--- src/rtl/tx_sample_feeder.sv ---
`default_nettype none
// ============================================================================
// Module   : tx_sample_feeder
// Brief    : Host-to-TX sample FIFO with prefill threshold and underrun handling,
//            drained one sample per interpolator strobe.
// Revision : 1.0 - initial release
// ============================================================================
module tx_sample_feeder #(
  parameter logic [7:0] BASE      = 8'd0,
  parameter int         FIFO_LOG2 = 4
) (
  input  logic                 clk,
  input  logic                 rst,
  input  logic                 set_stb,
  input  logic [7:0]           set_addr,
  input  logic [31:0]          set_data,
  input  logic [31:0]          sample,
  input  logic                 sample_valid,
  output logic                 sample_ready,
  input  logic                 strobe,
  input  logic                 run_in,
  output logic [23:0]          tx_i,
  output logic [23:0]          tx_q,
  output logic                 run,
  output logic                 underrun,
  output logic [15:0]          underrun_count,
  output logic [FIFO_LOG2:0]   fifo_level
);

  localparam int             c_DEPTH    = 1 << FIFO_LOG2;
  localparam int             c_PTR_W    = FIFO_LOG2;
  localparam int             c_LVL_W    = FIFO_LOG2 + 1;
  localparam logic [7:0]     c_ADDR_CFG = BASE;
  localparam logic [7:0]     c_ADDR_THR = BASE + 8'd1;
  localparam logic [7:0]     c_ADDR_CLR = BASE + 8'd2;
  localparam logic [c_LVL_W-1:0] c_FULL    = c_LVL_W'(c_DEPTH);
  localparam logic [c_LVL_W-1:0] c_LVL_ONE = c_LVL_W'(1);
  localparam logic [c_PTR_W-1:0] c_PTR_ONE = c_PTR_W'(1);

  typedef enum logic [1:0] {
    ST_IDLE     = 2'd0,
    ST_PREFILL  = 2'd1,
    ST_RUN      = 2'd2,
    ST_UNDERRUN = 2'd3
  } state_t;

  state_t               state_q, state_d;
  logic [31:0]          mem_q [c_DEPTH];
  logic [c_PTR_W-1:0]   wr_ptr_q, wr_ptr_d;
  logic [c_PTR_W-1:0]   rd_ptr_q, rd_ptr_d;
  logic [c_LVL_W-1:0]   level_q, level_d;
  logic [23:0]          tx_i_q, tx_i_d;
  logic [23:0]          tx_q_q, tx_q_d;
  logic                 underrun_q, underrun_d;
  logic [15:0]          count_q, count_d;
  logic                 swap_q, swap_d;
  logic                 hold_q, hold_d;
  logic [c_LVL_W-1:0]   thr_q, thr_d;

  logic                 w_full;
  logic                 w_empty;
  logic                 w_wr;
  logic                 w_strobe_run;
  logic                 w_pop;
  logic                 w_urun;
  logic [31:0]          w_rd_data;
  logic                 w_cfg_wr;
  logic                 w_thr_wr;
  logic                 w_clr_wr;

  assign w_full       = (level_q == c_FULL);
  assign w_empty      = (level_q == '0);
  assign sample_ready = !w_full && (state_q != ST_IDLE);
  assign w_wr         = sample_valid && sample_ready;
  assign w_rd_data    = mem_q[rd_ptr_q];

  // A write landing on an empty FIFO in the strobe cycle rescues it: no pop, no underrun.
  assign w_strobe_run = (state_q == ST_RUN) && run_in && strobe;
  assign w_pop        = w_strobe_run && !w_empty;
  assign w_urun       = w_strobe_run && w_empty && !w_wr;

  assign w_cfg_wr = set_stb && (set_addr == c_ADDR_CFG);
  assign w_thr_wr = set_stb && (set_addr == c_ADDR_THR);
  assign w_clr_wr = set_stb && (set_addr == c_ADDR_CLR);

  always_comb begin
    state_d = state_q;
    if (!run_in) begin
      state_d = ST_IDLE;
    end else begin
      case (state_q)
        ST_IDLE:     state_d = ST_PREFILL;
        ST_PREFILL,
        ST_UNDERRUN: if (level_q >= thr_q) state_d = ST_RUN;
        ST_RUN:      if (w_urun) state_d = ST_UNDERRUN;
        default:     state_d = ST_IDLE;
      endcase
    end
  end

  always_comb begin
    wr_ptr_d = wr_ptr_q;
    rd_ptr_d = rd_ptr_q;
    level_d  = level_q;
    if (!run_in) begin
      wr_ptr_d = '0;
      rd_ptr_d = '0;
      level_d  = '0;
    end else begin
      if (w_wr)  wr_ptr_d = wr_ptr_q + c_PTR_ONE;
      if (w_pop) rd_ptr_d = rd_ptr_q + c_PTR_ONE;
      case ({w_wr, w_pop})
        2'b10:   level_d = level_q + c_LVL_ONE;
        2'b01:   level_d = level_q - c_LVL_ONE;
        default: level_d = level_q;
      endcase
    end
  end

  always_comb begin
    tx_i_d = tx_i_q;
    tx_q_d = tx_q_q;
    if (!run_in || (state_q == ST_IDLE) || (state_q == ST_PREFILL)) begin
      tx_i_d = '0;
      tx_q_d = '0;
    end else if (w_pop) begin
      if (swap_q) begin
        tx_i_d = {w_rd_data[15:0], 8'h00};
        tx_q_d = {w_rd_data[31:16], 8'h00};
      end else begin
        tx_i_d = {w_rd_data[31:16], 8'h00};
        tx_q_d = {w_rd_data[15:0], 8'h00};
      end
    end else if (w_urun && !hold_q) begin
      tx_i_d = '0;
      tx_q_d = '0;
    end
  end

  always_comb begin
    underrun_d = w_urun;
    count_d    = count_q;
    if (w_clr_wr) begin
      count_d = '0;
    end else if (w_urun && (count_q != 16'hFFFF)) begin
      count_d = count_q + 16'd1;
    end
  end

  always_comb begin
    swap_d = swap_q;
    hold_d = hold_q;
    thr_d  = thr_q;
    if (w_cfg_wr) begin
      swap_d = set_data[0];
      hold_d = set_data[1];
    end
    if (w_thr_wr) begin
      thr_d = (set_data[FIFO_LOG2:0] == '0) ? c_LVL_ONE : set_data[FIFO_LOG2:0];
    end
  end

  always_ff @(posedge clk) begin
    if (rst) begin
      state_q    <= ST_IDLE;
      wr_ptr_q   <= '0;
      rd_ptr_q   <= '0;
      level_q    <= '0;
      tx_i_q     <= '0;
      tx_q_q     <= '0;
      underrun_q <= 1'b0;
      count_q    <= '0;
      swap_q     <= 1'b0;
      hold_q     <= 1'b0;
      thr_q      <= c_LVL_ONE;
    end else begin
      state_q    <= state_d;
      wr_ptr_q   <= wr_ptr_d;
      rd_ptr_q   <= rd_ptr_d;
      level_q    <= level_d;
      tx_i_q     <= tx_i_d;
      tx_q_q     <= tx_q_d;
      underrun_q <= underrun_d;
      count_q    <= count_d;
      swap_q     <= swap_d;
      hold_q     <= hold_d;
      thr_q      <= thr_d;
    end
  end

  // Storage carries no reset; occupancy and pointers alone define validity.
  always_ff @(posedge clk) begin
    if (w_wr) begin
      mem_q[wr_ptr_q] <= sample;
    end
  end

  assign tx_i           = tx_i_q;
  assign tx_q           = tx_q_q;
  assign run            = (state_q == ST_RUN);
  assign underrun       = underrun_q;
  assign underrun_count = count_q;
  assign fifo_level     = level_q;

endmodule
`default_nettype wire

--- config.mk ---
export PLATFORM = sky130hd
export DESIGN_NAME = tx_sample_feeder
export DESIGN_NICKNAME = d
export VERILOG_FILES = /design/src/rtl/tx_sample_feeder.sv
export SDC_FILE = /design/constraint.sdc
export NUM_CORES = 1
export LEC_CHECK = 0
export ABC_AREA = 0
export BUFFER_PORTS_ARGS = -buffer_cell sky130_fd_sc_hd__buf_2
export CORE_AREA = 2 2 259 261
export DETAILED_ROUTE_END_ITERATION = 6
export DIE_AREA = 0 0 261 263
export MAX_ROUTING_LAYER = met4
export SLEW_MARGIN = 30
export SYNTH_ARGS = -nofsm -noshare
export SYNTH_HDL_FRONTEND = slang
export SYNTH_SLANG_ARGS = --single-unit
--- constraint.sdc ---
create_clock -name clk -period 8.8 [get_ports clk]
set_input_delay 0.44 -clock clk [delete_from_list [all_inputs] [get_ports clk]]
set_output_delay 0.44 -clock clk [all_outputs]
set_load 0.02 [all_outputs]
[After elaboration in Yosys (flattened, before gate mapping)]
Memories as Yosys holds them, arrays and structs flattened. A register that Yosys moved wholly into a read port is not among the register bits.
Index checks and enable logic that the tools add are counted.
Storage, ports and cells
  flip-flop bits (word level): 87
  bits in writable memories: 512
  input bits: 78
  output and inout bits: 72
  logic and storage cells: 75
  memories: 1
Cells by class
  $add $sub $neg: 5
  magnitude comparators: 1
  eq/ne operators: 11
  multiplexer cells: 14
  bitwise operators: 1
  reduce and logical (&&, ||, !) cells: 31
Memories
  mem_q: depth 16, width 32, rd ports 1, clocked after Yosys merged registers in 1, wr ports 1, line 48  | logic [31:0] mem_q [c_DEPTH];
Operators with widths (number)
  2-to-1 mux 24 bit: 5
  adder 16 x 1 -> 16 bit (second input constant): 1
  != test 16 bit (second input constant): 1
  logical AND 1 bit: 12
  zero test 5 bit: 2
  one-hot mux 5 bit (2 select lines): 1
  adder 4 x 1 -> 4 bit (second input constant): 2
  equality test 8 x 1 -> 1 bit (second input constant): 1
  equality test 8 x 2 -> 1 bit (second input constant): 1
  zero test 8 bit: 1
  2-to-1 mux 4 bit: 2
  OR reduction 2 bit: 4
  equality test 2 bit (second input constant): 3
  one-hot mux 2 bit (3 select lines): 1
  nonzero test 2 bit: 3
  adder 5 x 1 -> 5 bit (second input constant): 1
  equality test 5 bit (second input constant): 1
  >= comparator 5 bit: 1
  zero test 1 bit: 5
  2-to-1 mux 5 bit: 1
  subtractor 5 x 1 -> 5 bit (second input constant): 1
  equality test 2 x 1 -> 1 bit (second input constant): 2
  2-to-1 mux 2 bit: 2
  zero test 2 bit: 1
  other kinds (6): 8

[Depth between registers and ports, before layout]
  depth in word-level cells: 9
  mapped depth: 13
  gate-level depth less buffers: 11

[Worst setup path after synthesis]
OpenSTA, ideal clock, no wires.
  path type: register to register
  from: register level_q[2], in the netlist fifo_level[2]
  to: memory mem_q[3][0] (enable)
  arrival: 3.796 ns
  data required time: 8.339 ns
  setup slack: 4.543 ns
  cell stages (with the launch flop): 6
  clock period less this slack: 4.257 ns
  path through: dfxtp_1 -> clkbuf_1 -> nor4_4 -> a211oi_2 -> nand2_1 -> nor3_1
On the way
  word-level cells in the longest chain between the ends: 6
Ends and longest elaborated chain
  from (decl): line 51  | logic [c_LVL_W-1:0] level_q, level_d;
  from (signal assigned): line 180  | level_q <= level_d;
  equality test 5 bit: line 71  | assign w_full = (level_q == c_FULL);
  zero test 1 bit: line 73  | assign sample_ready = !w_full && (state_q != ST_IDLE);
  logical AND 1 bit: line 73
  logical AND 1 bit: line 74  | assign w_wr = sample_valid && sample_ready;
  2-to-1 mux 1 bit: line 193  | if (w_wr) begin
  2-to-1 mux 1 bit (not written as such): line 194  | mem_q[wr_ptr_q] <= sample;
  to (decl): line 48
Every way passes these cells.

[Worst setup path in the final report]
  from: register level_q[1], in the netlist fifo_level[1]
  to: register level_q[4], in the netlist fifo_level[4]
On the way
  word-level cells in the longest chain between the ends: 6
  elaborated cells between the ends (all ways): 13
  those cells by class: 2 x add/sub; 3 x eq/ne; 1 x mux; 7 x reduce/logical
Ends and longest elaborated chain
  equality test 5 bit: line 71
  zero test 1 bit: line 73
  logical AND 1 bit: line 73
  logical AND 1 bit: line 74
  equality test 2 x 1 -> 1 bit / equality test 2 bit (equally long branches): line 112  | case ({w_wr, w_pop})
  one-hot mux 5 bit (2 select lines) / nonzero test 2 bit (equally long branches)
Parallel ways exist; a longest one is shown, timed or not.
A chain may end at the register's enable or synchronous reset.

==> results_tabular.tex <==
\begin{tabular}{lr}
\hline
Metric & Value \\
\hline
\multicolumn{2}{l}{\textbf{Synth}} \\
Mux cell area share after synthesis & 13.6\% \\
Synthesis-stage register bit count & 587 \\
Dominant combinational cell family by area after synthesis & multiplexers \\
Synthesized area per cell & 18.7 µm² \\
Area fraction in compound gates after synthesis & under 10\% \\
Number of synthesized flops with an enable pin & about 510 \\
Cell variety after synth & between 50 and 60 \\
Prevailing post-synth register cell & edfxtp\_1 \\
Post-synthesis adder-cell area fraction & less than 1\% \\
Share of synthesized area occupied by flip-flops and latches & 73.6\% \\
XOR/XNOR Fraction of Synth Area & 0.803\% \\
Yosys warning count & 0 \\
Cell area after synthesis & 22900 µm² \\
Post-synthesis simple-gate area fraction & 3.30\% \\
Proportion of synthesized flip-flops having asynchronous set or reset & 0\% \\
Synthesized netlist cell count & 1224 \\
\multicolumn{2}{l}{\textbf{Global routing}} \\
Largest net degree at the start of global routing & 93 \\
Initial antenna violation count & 4 \\
GR met1 Demand/Resource & 21.2\% \\
Most heavily used metal layer in global routing & met2 \\
Met2 Track Usage GR & 25.3\% \\
Number of global-route vias before repair & 12.3k \\
Grt met3 use & 3.07\% \\
First-pass GRT wire length & 78700 µm \\
Remaining global-route overflow & 0 \\
Overall Global Routing Usage & 16.0\% \\
\multicolumn{2}{l}{\textbf{Clock tree}} \\
Worst-Skew Late Latency & 0.62 ns \\
Clock H-tree levels & 2 \\
Number of buffers created by CTS & 58 \\
Clock transition time at the flip-flop clock pins of the worst setup and hold paths & 0.06 ns \\
Buffer depth of the longest clock path & 3 \\
Clk Tree Root Cell & clkbuf\_16 \\
TritonCTS clock tree & done \\
Number of hold-repair buffers added at the cts stage & 0 \\
Count of instances resized after the clock tree is built & 0 \\
CTS Sinks & around 590 \\
Setup Fix Bufs, Post-CTS & 0 \\
\multicolumn{2}{l}{\textbf{Outcome}} \\
Run status & finished, final reports clean \\
\multicolumn{2}{l}{\textbf{Timing}} \\
Fmax & 287 MHz \\
Post-Route Skew & 0.0176 ns \\
Final setup TNS & 0 ns \\
Least-Margin Pin Slew & 0.952 ns \\
Final count of pins violating max slew & 0 \\
Number of endpoints with negative hold slack in the final report & 0 \\
RSZ-0062 raised after global routing & false \\
Number of failing setup endpoints in the final timing report & 0 \\
Post-route clock period utilization & 39.6\% \\
Min Clock Period, post-route & approximately 3.5 ns \\
Relative slew slack & 36.5\% \\
\multicolumn{2}{l}{\textbf{Routing}} \\
Count of routing violations after the opening detailed-route iteration & 1083 \\
Routed wire length & 53200 µm \\
Average via count per standard cell & 5.27 \\
Detail Route Antenna Nets & 0 \\
Number of detailed-routing iterations run before antenna repair & 5 \\
Via count & 12.0k \\
Number of DRC violations after detailed routing & 0 \\
Detailed-route wire length per cell & 23.4 µm \\
\multicolumn{2}{l}{\textbf{Finish}} \\
Core utilization of the finished layout & 40.4\% \\
Most common cell after layout, fill and taps aside & edfxtp\_1 \\
Share of layout cells above drive strength 1 & 27.1\% \\
Area delta synth->final & 15.6\% \\
Number of nets in the layout & $\sim$1.4k \\
Highest-count cells in the layout ignoring fill and taps & edfxtp\_1, mux4\_2, buf\_2 \\
\multicolumn{2}{l}{\textbf{Setup path}} \\
Kind of end point of the critical path & flip-flop \\
Start-to-end type of the worst setup path & reg2reg \\
Arrival time of the worst setup path & 3.98 ns \\
Required time reported for the critical path endpoint & $\sim$9.3 ns \\
Largest fanout of any net on the critical path & 10 \\
Critical Path Source Type & flip-flop \\
FF-to-FF setup slack & 5.32 ns \\
\multicolumn{2}{l}{\textbf{Floorplan}} \\
Area of the die & $\sim$69000 µm² \\
IO Pins & 150 \\
Core box area & roughly 66000 µm² \\
Standard-cell rows & 94 \\
Die Width & 261 µm \\
Initial Utilization & 34.9\% \\
DIE HEIGHT & 263 µm \\
\multicolumn{2}{l}{\textbf{Hold path}} \\
Path category of the worst min-delay check & in2reg \\
\multicolumn{2}{l}{\textbf{Pwr}} \\
Total leakage power & 8.38 nW \\
Cell Pwr Density & 210 nW/µm² \\
Worst VDD drop & 148 µV \\
\multicolumn{2}{l}{\textbf{Placement}} \\
Port Buffers & 106 \\
Placed wire-length estimate after detailed placement & 30000 µm \\
Routability cong. & 0.752 \\
\multicolumn{2}{l}{\textbf{Job}} \\
Max Cap Violations & 0 \\
\hline
\end{tabular}
[synth_stat cells, types with 4 or more instances]
cell | number | area, µm²
mux4_2 | 112 | 2520
nand3_1 | 8 | 40.0
nor2b_1 | 4 | 25.0
and3_1 | 4 | 25.0
nand2_1 | 51 | 191
a22o_1 | 15 | 131
xnor2_1 | 10 | 87.6
buf_1 | 5 | 18.8
a22oi_1 | 19 | 143
edfxtp_1 | 512 | 15400
buf_2 | 21 | 105
nor4_1 | 4 | 25.0
nand2b_1 | 6 | 37.5
buf_4 | 16 | 120
nor3_1 | 7 | 35.0
nor2_1 | 57 | 214
xor2_1 | 11 | 96.3
inv_1 | 15 | 56.3
dfxtp_1 | 75 | 1500
a2111oi_2 | 4 | 60.1
a21oi_1 | 12 | 60.1
ha_1 | 15 | 188
mux2_2 | 17 | 191
nand4_1 | 8 | 50.1
clkbuf_1 | 38 | 143
o21ai_0 | 55 | 275
a221o_1 | 47 | 470
mux2i_1 | 39 | 390
[worst max-delay path, stage by stage, from the launching register on]
cell	delay (ns)
dfxtp_1	0.42
nor4_4	0.75
a21oi_1	0.36
ha_1	0.40
xor2_1	0.18
ha_1	0.23
inv_1	0.05
o21ai_0	0.07
a21o_1	0.19
a221oi_1	0.34
mux2_2	0.37
[final timing paths]
kind	startpoint	to	cells after the start
worst max-delay path	fifo_level[1]	fifo_level[4]	10
worst min-delay path	set_data[0]	swap_q	3
worst max register to register	fifo_level[1]	fifo_level[4]	10
worst min register to register	tx_q[20]	tx_q[20]	1
[routing by layer]
metal | share of wire [%] | routed length, µm | up-vias
met4 | 1.8 | 952 | 0
met5 | 0 | 0 | -
met1 | 44 | 23200 | 6283
li1 | - | - | 5231
met3 | 6.5 | 3460 | 70
met2 | 48 | 25600 | 376
[logic make-up after synthesis]
logic type | Yosys count
AOI/OAI and AO/OA | 173
xor gates and xnor gates | 21
DFF | 587
adders and majority gates | 15
buffers and inverters | 96
muxes | 170
other | 1
and+or+nand+nor | 161
[through the flow]
stage	setup WS (ns)	std cells	hold WS [ns]	power, mW	cell area (µm²)
4_1_cts	5.30	2268	0.0516	5.62	26500
5_1_grt	4.97	2270	0.0706	5.74	26500
3_5_place_dp	5.25	2159	0.471	3.17	24600
2_1_floorplan	4.54	1239	0.450	3.13	23000
3_3_place_gp	5.31	2159	0.471	3.17	24600
6_report	5.32	2270	0.0860	5.57	26500
[area by class of cell]
cell class,instances,area (µm²)
fillers,5876,39100
clock inverters,32,329
well taps,864,1080
repair buffers,136,772
diodes,2,5.00
inverters,16,60.1
flip-flops and latches,587,16900
clock buffers,77,1560
multi-input cells,556,5800
[sequential cells by signal, summed over array words and instances (netlist names), named ones only]
name / count
swap_q: 1
thr_q: 5
wr_ptr_q: 4
underrun: 1
tx_q: 16
underrun_count: 16
state_q: 2
fifo_level: 5
mem_q: 512
hold_q: 1
tx_i: 16
rd_ptr_q: 4
[power by group]
part           leakage [nW]  total, mW  internal, mW  switching (mW)
Sequential             5.21       3.03          3.03         0.00212
Combinational          2.26     0.0848        0.0217          0.0631
Clock                 0.910       2.46          1.43            1.03
Total                  8.38       5.57          4.48            1.10
No activity file was read; power rests on OpenSTA's default activity.
